$ cat src/rtl/mux_rr_scan.sv
// Registered CH:1 channel mux with direct-select and round-robin scan modes.
// Optional grant counter output is enabled by defining MUX_GRANT_CNT_EN.
module mux_rr_scan #(
    parameter int CH = 16,
    parameter int W  = 1,
    parameter int SW = $clog2(CH)
) (
    input  logic            clk,
    input  logic            rst_n,
    input  logic [CH*W-1:0] in,
    input  logic [CH-1:0]   in_vld,
    output logic [CH-1:0]   in_ack,
    input  logic            mode,
    input  logic [SW-1:0]   sel,
    output logic [W-1:0]    out,
    output logic [SW-1:0]   out_ch,
    output logic            out_vld,
    input  logic            out_rdy
`ifdef MUX_GRANT_CNT_EN
    ,
    output logic [15:0]     grant_cnt
`endif
);

    typedef struct packed {
        logic          vld;
        logic [SW-1:0] ch;
        logic [W-1:0]  data;
    } oreg_t;

    logic [CH-1:0][W-1:0] ch_data;
    oreg_t                oreg;
    logic [SW-1:0]        ptr;
    logic [SW-1:0]        idx;
    logic [SW-1:0]        scan_gnt;
    logic                 scan_hit;
    logic [SW-1:0]        gnt;
    logic                 hit;
    logic                 load;
    logic                 take;

    assign ch_data = in;
    assign load    = !oreg.vld || out_rdy;

    // Walk offsets from farthest to nearest so the lowest offset from ptr wins.
    always_comb begin
        scan_hit = 1'b0;
        scan_gnt = ptr;
        idx      = ptr;
        for (int i = CH-1; i >= 0; i--) begin
            idx = ptr + SW'(i);
            if (in_vld[idx]) begin
                scan_hit = 1'b1;
                scan_gnt = idx;
            end
        end
    end

    assign gnt  = mode ? scan_gnt : sel;
    assign hit  = mode ? scan_hit : in_vld[sel];
    assign take = load && hit;

    // Ack is the capture strobe for the current edge; forced low while in reset.
    always_comb begin
        in_ack = '0;
        if (take && rst_n)
            in_ack = CH'(1) << gnt;
    end

    always_ff @(posedge clk or negedge rst_n) begin
        if (!rst_n) begin
            oreg <= '0;
            ptr  <= '0;
        end else if (load) begin
            if (hit) begin
                oreg.vld  <= 1'b1;
                oreg.ch   <= gnt;
                oreg.data <= ch_data[gnt];
                if (mode)
                    ptr <= gnt + SW'(1);
            end else begin
                oreg.vld <= 1'b0;
            end
        end
    end

    assign out     = oreg.data;
    assign out_ch  = oreg.ch;
    assign out_vld = oreg.vld;

`ifdef MUX_GRANT_CNT_EN
    always_ff @(posedge clk or negedge rst_n) begin
        if (!rst_n)
            grant_cnt <= '0;
        else if (take && grant_cnt != 16'hFFFF)
            grant_cnt <= grant_cnt + 16'd1;
    end
`endif

endmodule

$ cat config.mk
export PLATFORM = sky130hd
export DESIGN_NAME = mux_rr_scan
export DESIGN_NICKNAME = d
export VERILOG_FILES = /design/src/rtl/mux_rr_scan.sv
export SDC_FILE = /design/constraint.sdc
export NUM_CORES = 1
export LEC_CHECK = 0
export CAP_MARGIN = 20
export CORE_MARGIN = 1.5
export CORE_UTILIZATION = 60
export CTS_BUF_LIST = sky130_fd_sc_hd__clkbuf_8
export DETAILED_ROUTE_END_ITERATION = 10
export DONT_BUFFER_PORTS = 1
export GPL_ROUTABILITY_DRIVEN = 0
export MAX_ROUTING_LAYER = met4
export PLACE_DENSITY = 0.87
export SETUP_SLACK_MARGIN = 0.02
export SKIP_CTS_REPAIR_TIMING = 1
export SLEW_MARGIN = 40
export SYNTH_ARGS = -nofsm -noshare
export SYNTH_HDL_FRONTEND = slang
export SYNTH_SLANG_ARGS = --single-unit
$ cat constraint.sdc
create_clock -name clk -period 13.26 [get_ports clk]
set_clock_uncertainty 0.15 [all_clocks]
set_input_delay 3.978 -clock clk [delete_from_list [all_inputs] [get_ports clk]]
set_output_delay 3.978 -clock clk [all_outputs]
set_load 0.1 [all_outputs]
==> results.tsv, run 1 <==
stage	metric	value	unit
yosys	Yosys warning count	0	
min_path	worst min path class	reg2reg	
yosys	number of flops mapped to enable cells by yosys	0	
clocking	Max Root-Sink Buffers	2	
grt	gr usage total	37.9	%
drt	DR iter-0 viols	667	
clocking	insertion delay to the later sink of the worst-skew pair	0.26	ns
clocking	H-tree Lvls	1	
grt	largest net degree at the start of global routing	32	
critical_path	Crit path arrival time	7.77	ns
layout	Nets	415	
floorplanning	Cell Rows	26	
timing	worst slew pin tran	0.874	ns
drt	max layer used	met4	
flow_run	max-cap viol count	0	
grt	Remaining Overflow, GRT	0	
yosys	Avg Cell Area, Syn	8.81	um^2
yosys	Async SR Flop Fraction	100	%
clocking	CTS tree	built	
grt	first-pass GRT wire length	17400	um
clocking	Clock Sinks	10	
clocking	Num CTS Buffers	3	
drt	vias	3562	
timing	Max Freq	84.1	MHz
yosys	largest cells by area after synthesis	mux4_2 20%, mux2i_1 12%, dfrtp_1 7.7%	
yosys	#FFs+latches synth	10	
drt	met2 wire len	4740	um
yosys	Netlist Area Pre-Place	0.00326	mm^2
grt	initial antenna violation count	0	
place	dpl ws	1.56	ns
yosys	Mapped Nets	418	
critical_path	Worst path slowest cell	or4_1	
timing	Final WS setup	1.36	ns
layout	Area growth syn-to-layout	6.41	%
timing	Hold WS	0.658	ns
critical_path	CP dominant cell by count	mux2i_1	
layout	post-route insts no fill	436	
critical_path	CP peak stage delay	0.66	ns
place	Detailed Place HPWL	7460	um
drt	met3 routed WL	1630	um
timing	setup TNS	0	ns
timing	min cycle time layout	11.90	ns
drt	WL per Instance	25.2	um
yosys	Synth Instances	370	
critical_path	critical path class	in2out	
floorplanning	Die W	76.7	um
floorplanning	IO Count	62	
critical_path	critical path endpoint category	primary output	
timing	headroom to the max-slew limit	41.3	%
critical_path	CP Cell Sequence	mux4_1 > mux2i_1 > mux2i_1 > or4_1 > or4_1 > mux2i_1 > nor2b_1 > and3_1 > nand2_1 > nor2_2 > buf_4	
yosys	Synth cell types	68	
floorplanning	Initial Util	63.0	%
drt	Avg Vias per Cell	8.17	
drt	Routed Antenna Nets	0	
timing	final setup fails	0	
timing	Final Hold Fails	0	
floorplanning	Die Area	0.00588	mm^2
drt	DRC Markers	0	
place	number of buffers added on ports	0	
yosys	area leader, netlist	mux4_2	
drt	wire length on met1	3860	um
clocking	root buffer cell	clkbuf_8	
drt	DRT Pass-1 Iters	6	
floorplanning	Die Y	76.7	um
critical_path	Worst EP required	9.13	ns
outcome	status	finished clean	
critical_path	CP startpoint kind	primary input	
min_path	Hold Path Depth	2	
grt	number of global-route vias before repair	3324	
drt	final wirelength	11000	um
yosys	Seq/Total Area, Yosys	7.68	%
layout	share of layout cells above drive strength 1	26.2	%
yosys	share of the synthesized area in the top cell type	20.0	%
clocking	Clock transition at path regs	0.06	ns
place	# placed instances	432	
critical_path	R2R depth	16	
critical_path	Critical Path Fanout Max	10	
timing	unrepaired setup endpoints after global routing	no	
timing	crit share post-route	89.7	%
layout	# diodes	0	
yosys	ys flop type	dfrtp_1	
floorplanning	CORE AREA	0.00517	mm^2
timing	Slew Viols, Final	0	
## synthesized netlist by cell type, types with 4 or more instances
cell / count
mux2i_1: 38
nor2_1: 38
mux4_2: 29
nand2_1: 29
mux2_2: 17
a21oi_1: 15
o21ai_0: 15
clkbuf_1: 10
dfrtp_1: 10
o22ai_1: 10
nor2b_1: 9
ha_1: 8
a22oi_1: 7
a31oi_1: 7
inv_1: 7
nor3_1: 7
buf_2: 6
nand3_1: 6
xnor2_1: 6
and2_1: 5
or3_1: 5
a22o_1: 4
and3_1: 4
xor2_1: 4
## final timing paths
kind	start	to	slack, ns
max in group asynchronous	rst_n	out	9.62
worst max register to register	ptr[1]	ptr[2]	7.68
worst min register to register	ptr[0]	ptr[0]	0.66
min in group asynchronous	rst_n	out_ch[0]	3.25
worst min-delay path	ptr[0]	ptr[0]	0.66
worst max-delay path	in_vld[6]	in_ack[9]	1.36
## metrics by stage
step | util [%] | area [um^2]
after floorplan | - | 3260
after global placement | 65.1 | 3370
after detailed placement | 65.8 | 3400
after CTS | 66.9 | 3460
after global routing | 67.0 | 3470
final | 67.0 | 3470
## critical path: cells and delay by family
family	cells	cell delay, ns
AND/OR/NAND/NOR	6	2.01
buffers and inverters	1	0.24
multiplexers	4	1.55
## registers in the layout, indices dropped and copies added (netlist names)
register and flops:
out 1, out_vld 1, ptr 4, out_ch 4
## kinds of logic (layout without fill, tap and decap cells)
group / after synthesis / count (layout) / share of synthesized area, %
buf+inv: 31 / 27 / 4.65
mux: 89 / 89 / 40.7
flops: 10 / 10 / 7.68
xor+xnor: 11 / 11 / 3.19
fa+ha+maj: 8 / 8 / 3.07
simple gates: 122 / 122 / 18.3
compound gates: 99 / 99 / 22.4
## layer usage
| layer | GRT usage, % | vias up |
|---|---|---|
| met3 | 8.57 | 99 |
| met5 | - | - |
| li1 | - | 1467 |
| met2 | 55.1 | 369 |
| met1 | 49.4 | 1627 |
| met4 | 19.6 | 0 |
## cells in the final DEF, fill, tap and decap left out, drive strengths merged, types with 3 or more instances in the layout
cell / Yosys / layout
nand2: 29 / 29
a22o: 4 / 4
o31ai: 3 / 3
and2: 5 / 5
dfrtp: 10 / 10
buf: 11 / 13
xor2: 5 / 5
ha: 8 / 8
a22oi: 7 / 7
or3: 5 / 5
o22ai: 11 / 11
a2111oi: 4 / 4
a21oi: 15 / 15
mux4: 32 / 32
mux2: 19 / 19
nor3: 7 / 7
inv: 7 / 7
xnor2: 6 / 6
nor2: 38 / 38
clkbuf: 10 / 4
nand3: 6 / 6
mux2i: 38 / 38
o21ai: 17 / 17
a31oi: 8 / 8
nand4b: 3 / 3
and3: 4 / 4
clkinv: 3 / 3
nor2b: 9 / 9
nor4: 3 / 3
or2: 3 / 3
## layout make-up
class | count | area [um^2]
fillers | 367 | 1710
multi-input cells | 329 | 2930
well taps | 70 | 87.6
repair buffers | 13 | 97.6
flip-flops and latches | 10 | 258
clock buffers | 4 | 55.1
inverters | 10 | 42.5
Power of run 1 is left out: the tool's default activity adds up to more than one toggle a clock period on the data nets, which glitch-free logic cannot reach.
==> run 2: changes to the inputs <==
Settings changed: ABC_AREA set to 1.
==> run 2 against run 1 <==
  * Critical path depth rose by 6
  * Core utilization is 1.4 points lower
  * Design area shrank 18%
  * Critical endpoint is now in_ack[11]
  * Die area shrank 17%
  * Highest routed layer unchanged
  * Critical path type unchanged
  * First-iteration DRC count decreased by 53%
  * Wire length shrank 27%
==> results.tsv, run 2 <==
stage	metric	value	unit
outcome	status	finished clean	
floorplanning	Cell Rows	24	
layout	# diodes	0	
drt	WL per Instance	14.2	um
layout	Nets	562	
clocking	insertion delay to the later sink of the worst-skew pair	0.25	ns
clocking	CTS tree	built	
timing	Hold WS	0.632	ns
yosys	Avg Cell Area, Syn	5.13	um^2
drt	DRT Pass-1 Iters	6	
floorplanning	Die Y	69.7	um
clocking	root buffer cell	clkbuf_8	
layout	post-route insts no fill	565	
place	# placed instances	561	
timing	Final WS setup	2.07	ns
yosys	largest cells by area after synthesis	nand2_1 29%, nand3_1 16%, dfrtp_1 9.4%	
yosys	Yosys warning count	0	
layout	Area growth syn-to-layout	6.13	%
critical_path	Worst EP required	9.13	ns
drt	final wirelength	8030	um
yosys	Async SR Flop Fraction	100	%
yosys	Synth top cells by count	207 x nand2_1, 85 x nand3_1, 44 x inv_1	
timing	crit share post-route	84.4	%
place	dpl ws	2.10	ns
yosys	ys flop type	dfrtp_1	
yosys	Synth cell types	30	
clocking	Clock transition at path regs	0.05	ns
clocking	H-tree Lvls	1	
timing	headroom to the max-slew limit	51.7	%
grt	first-pass GRT wire length	13200	um
layout	most frequent cells in the layout	207 x nand2_1, 85 x nand3_1, 44 x inv_1	
floorplanning	IO Count	62	
clocking	Num CTS Buffers	3	
critical_path	CP startpoint kind	primary input	
clocking	Clock Sinks	10	
place	Detailed Place HPWL	6240	um
grt	largest net degree at the start of global routing	25	
yosys	Synth Instances	521	
timing	setup TNS	0	ns
yosys	number of flops mapped to enable cells by yosys	0	
critical_path	Crit path arrival time	7.07	ns
drt	DR iter-0 viols	314	
timing	worst slew pin tran	0.722	ns
yosys	share of the synthesized area in the top cell type	29.1	%
grt	initial antenna violation count	0	
floorplanning	Die Area	0.00486	mm^2
layout	share of layout cells above drive strength 1	13.6	%
drt	Avg Vias per Cell	6.01	
critical_path	critical path class	in2out	
yosys	most frequent cell after synthesis	nand2_1	
place	number of buffers added on ports	0	
clocking	Max Root-Sink Buffers	2	
timing	Max Freq	89.3	MHz
floorplanning	CORE AREA	0.00432	mm^2
timing	final setup fails	0	
drt	Routed Antenna Nets	0	
drt	DRC Markers	0	
grt	Remaining Overflow, GRT	0	
yosys	Mapped Nets	569	
timing	unrepaired setup endpoints after global routing	no	
yosys	#FFs+latches synth	10	
yosys	Seq/Total Area, Yosys	9.36	%
critical_path	Critical Path Fanout Max	12	
drt	vias	3393	
critical_path	critical path endpoint category	primary output	
floorplanning	Die W	69.7	um
floorplanning	Initial Util	61.8	%
yosys	Netlist Area Pre-Place	0.00267	mm^2
yosys	area leader, netlist	nand2_1	
layout	most common cell after layout, fill and taps aside	nand2_1	
timing	Final Hold Fails	0	
grt	number of global-route vias before repair	3053	
grt	gr usage total	33.7	%
timing	min cycle time layout	11.19	ns
timing	Slew Viols, Final	0	
flow_run	max-cap viol count	0	
min_path	worst min path class	reg2reg	
-- run 2: changes by cell type in the layout (fill, tap and decap cells not counted), sizes merged, moves of 19 or more --
cell / change
mux2i: -38
nand2: +198
nand3: +82
mux2: -19
inv: +49
mux4: -32
-- run 2: cells by family after synthesis --
kind of cell | count (synthesis) | synth area share [%]
xor+xnor | 8 | 3.46
fa+ha+maj | 8 | 3.75
buf+inv | 69 | 11.3
simple gates | 360 | 59.2
flops | 10 | 9.36
compound gates | 66 | 12.9
-- run 2: cell type report --
type / instances / area [um^2]
clock buffers: 4 / 55.1
fillers: 359 / 1490
inverters: 56 / 210
multi-input cells: 442 / 2240
flip-flops and latches: 10 / 258
well taps: 52 / 65.1
repair buffers: 1 / 7.51
-- run 2: path summary, 6_finish.rpt --
kind	to	slack, ns	from	cells after the start
min	ptr[0]	0.63	ptr[0]	2
max reg2reg	out	8.33	ptr[1]	35
min reg2reg	ptr[0]	0.63	ptr[0]	2
max	in_ack[11]	2.07	in_vld[13]	17
min in group asynchronous	out_ch[3]	3.27	rst_n	0
max in group asynchronous	out_vld	9.61	rst_n	0
-- run 2: per-stage QoR --
stage	utilization, %	instance area [um^2]
after floorplan	-	2670
after global placement	62.3	2690
after detailed placement	64.3	2780
after CTS	65.5	2830
after global routing	65.6	2840
final	65.6	2840
-- run 2: critical path, stage by stage --
cell and delay (ns):
nand2_1 0.06, nand3_1 0.10, nand2_1 0.11, inv_1 0.04, o21ai_1 0.19, or2_1 0.18
nand2_2 0.10, nor4_1 0.24, nand4_1 0.11, nor4_1 0.22, nand4_1 0.11, o21ai_0 0.30
nand2_1 0.11, nand2_1 0.27, nor2_1 0.10, nand2_1 0.56, nor2_4 0.28
-- run 2: metal layers --
metal | track usage [%] | routed length (um) | up-vias
met1 | 38.4 | 3050 | 1445
met2 | 57.4 | 3800 | 241
met3 | 5.23 | 877 | 46
met5 | - | 0 | -
li1 | - | - | 1661
met4 | 17.1 | 291 | 0
Power of run 2 is left out for the same reason.
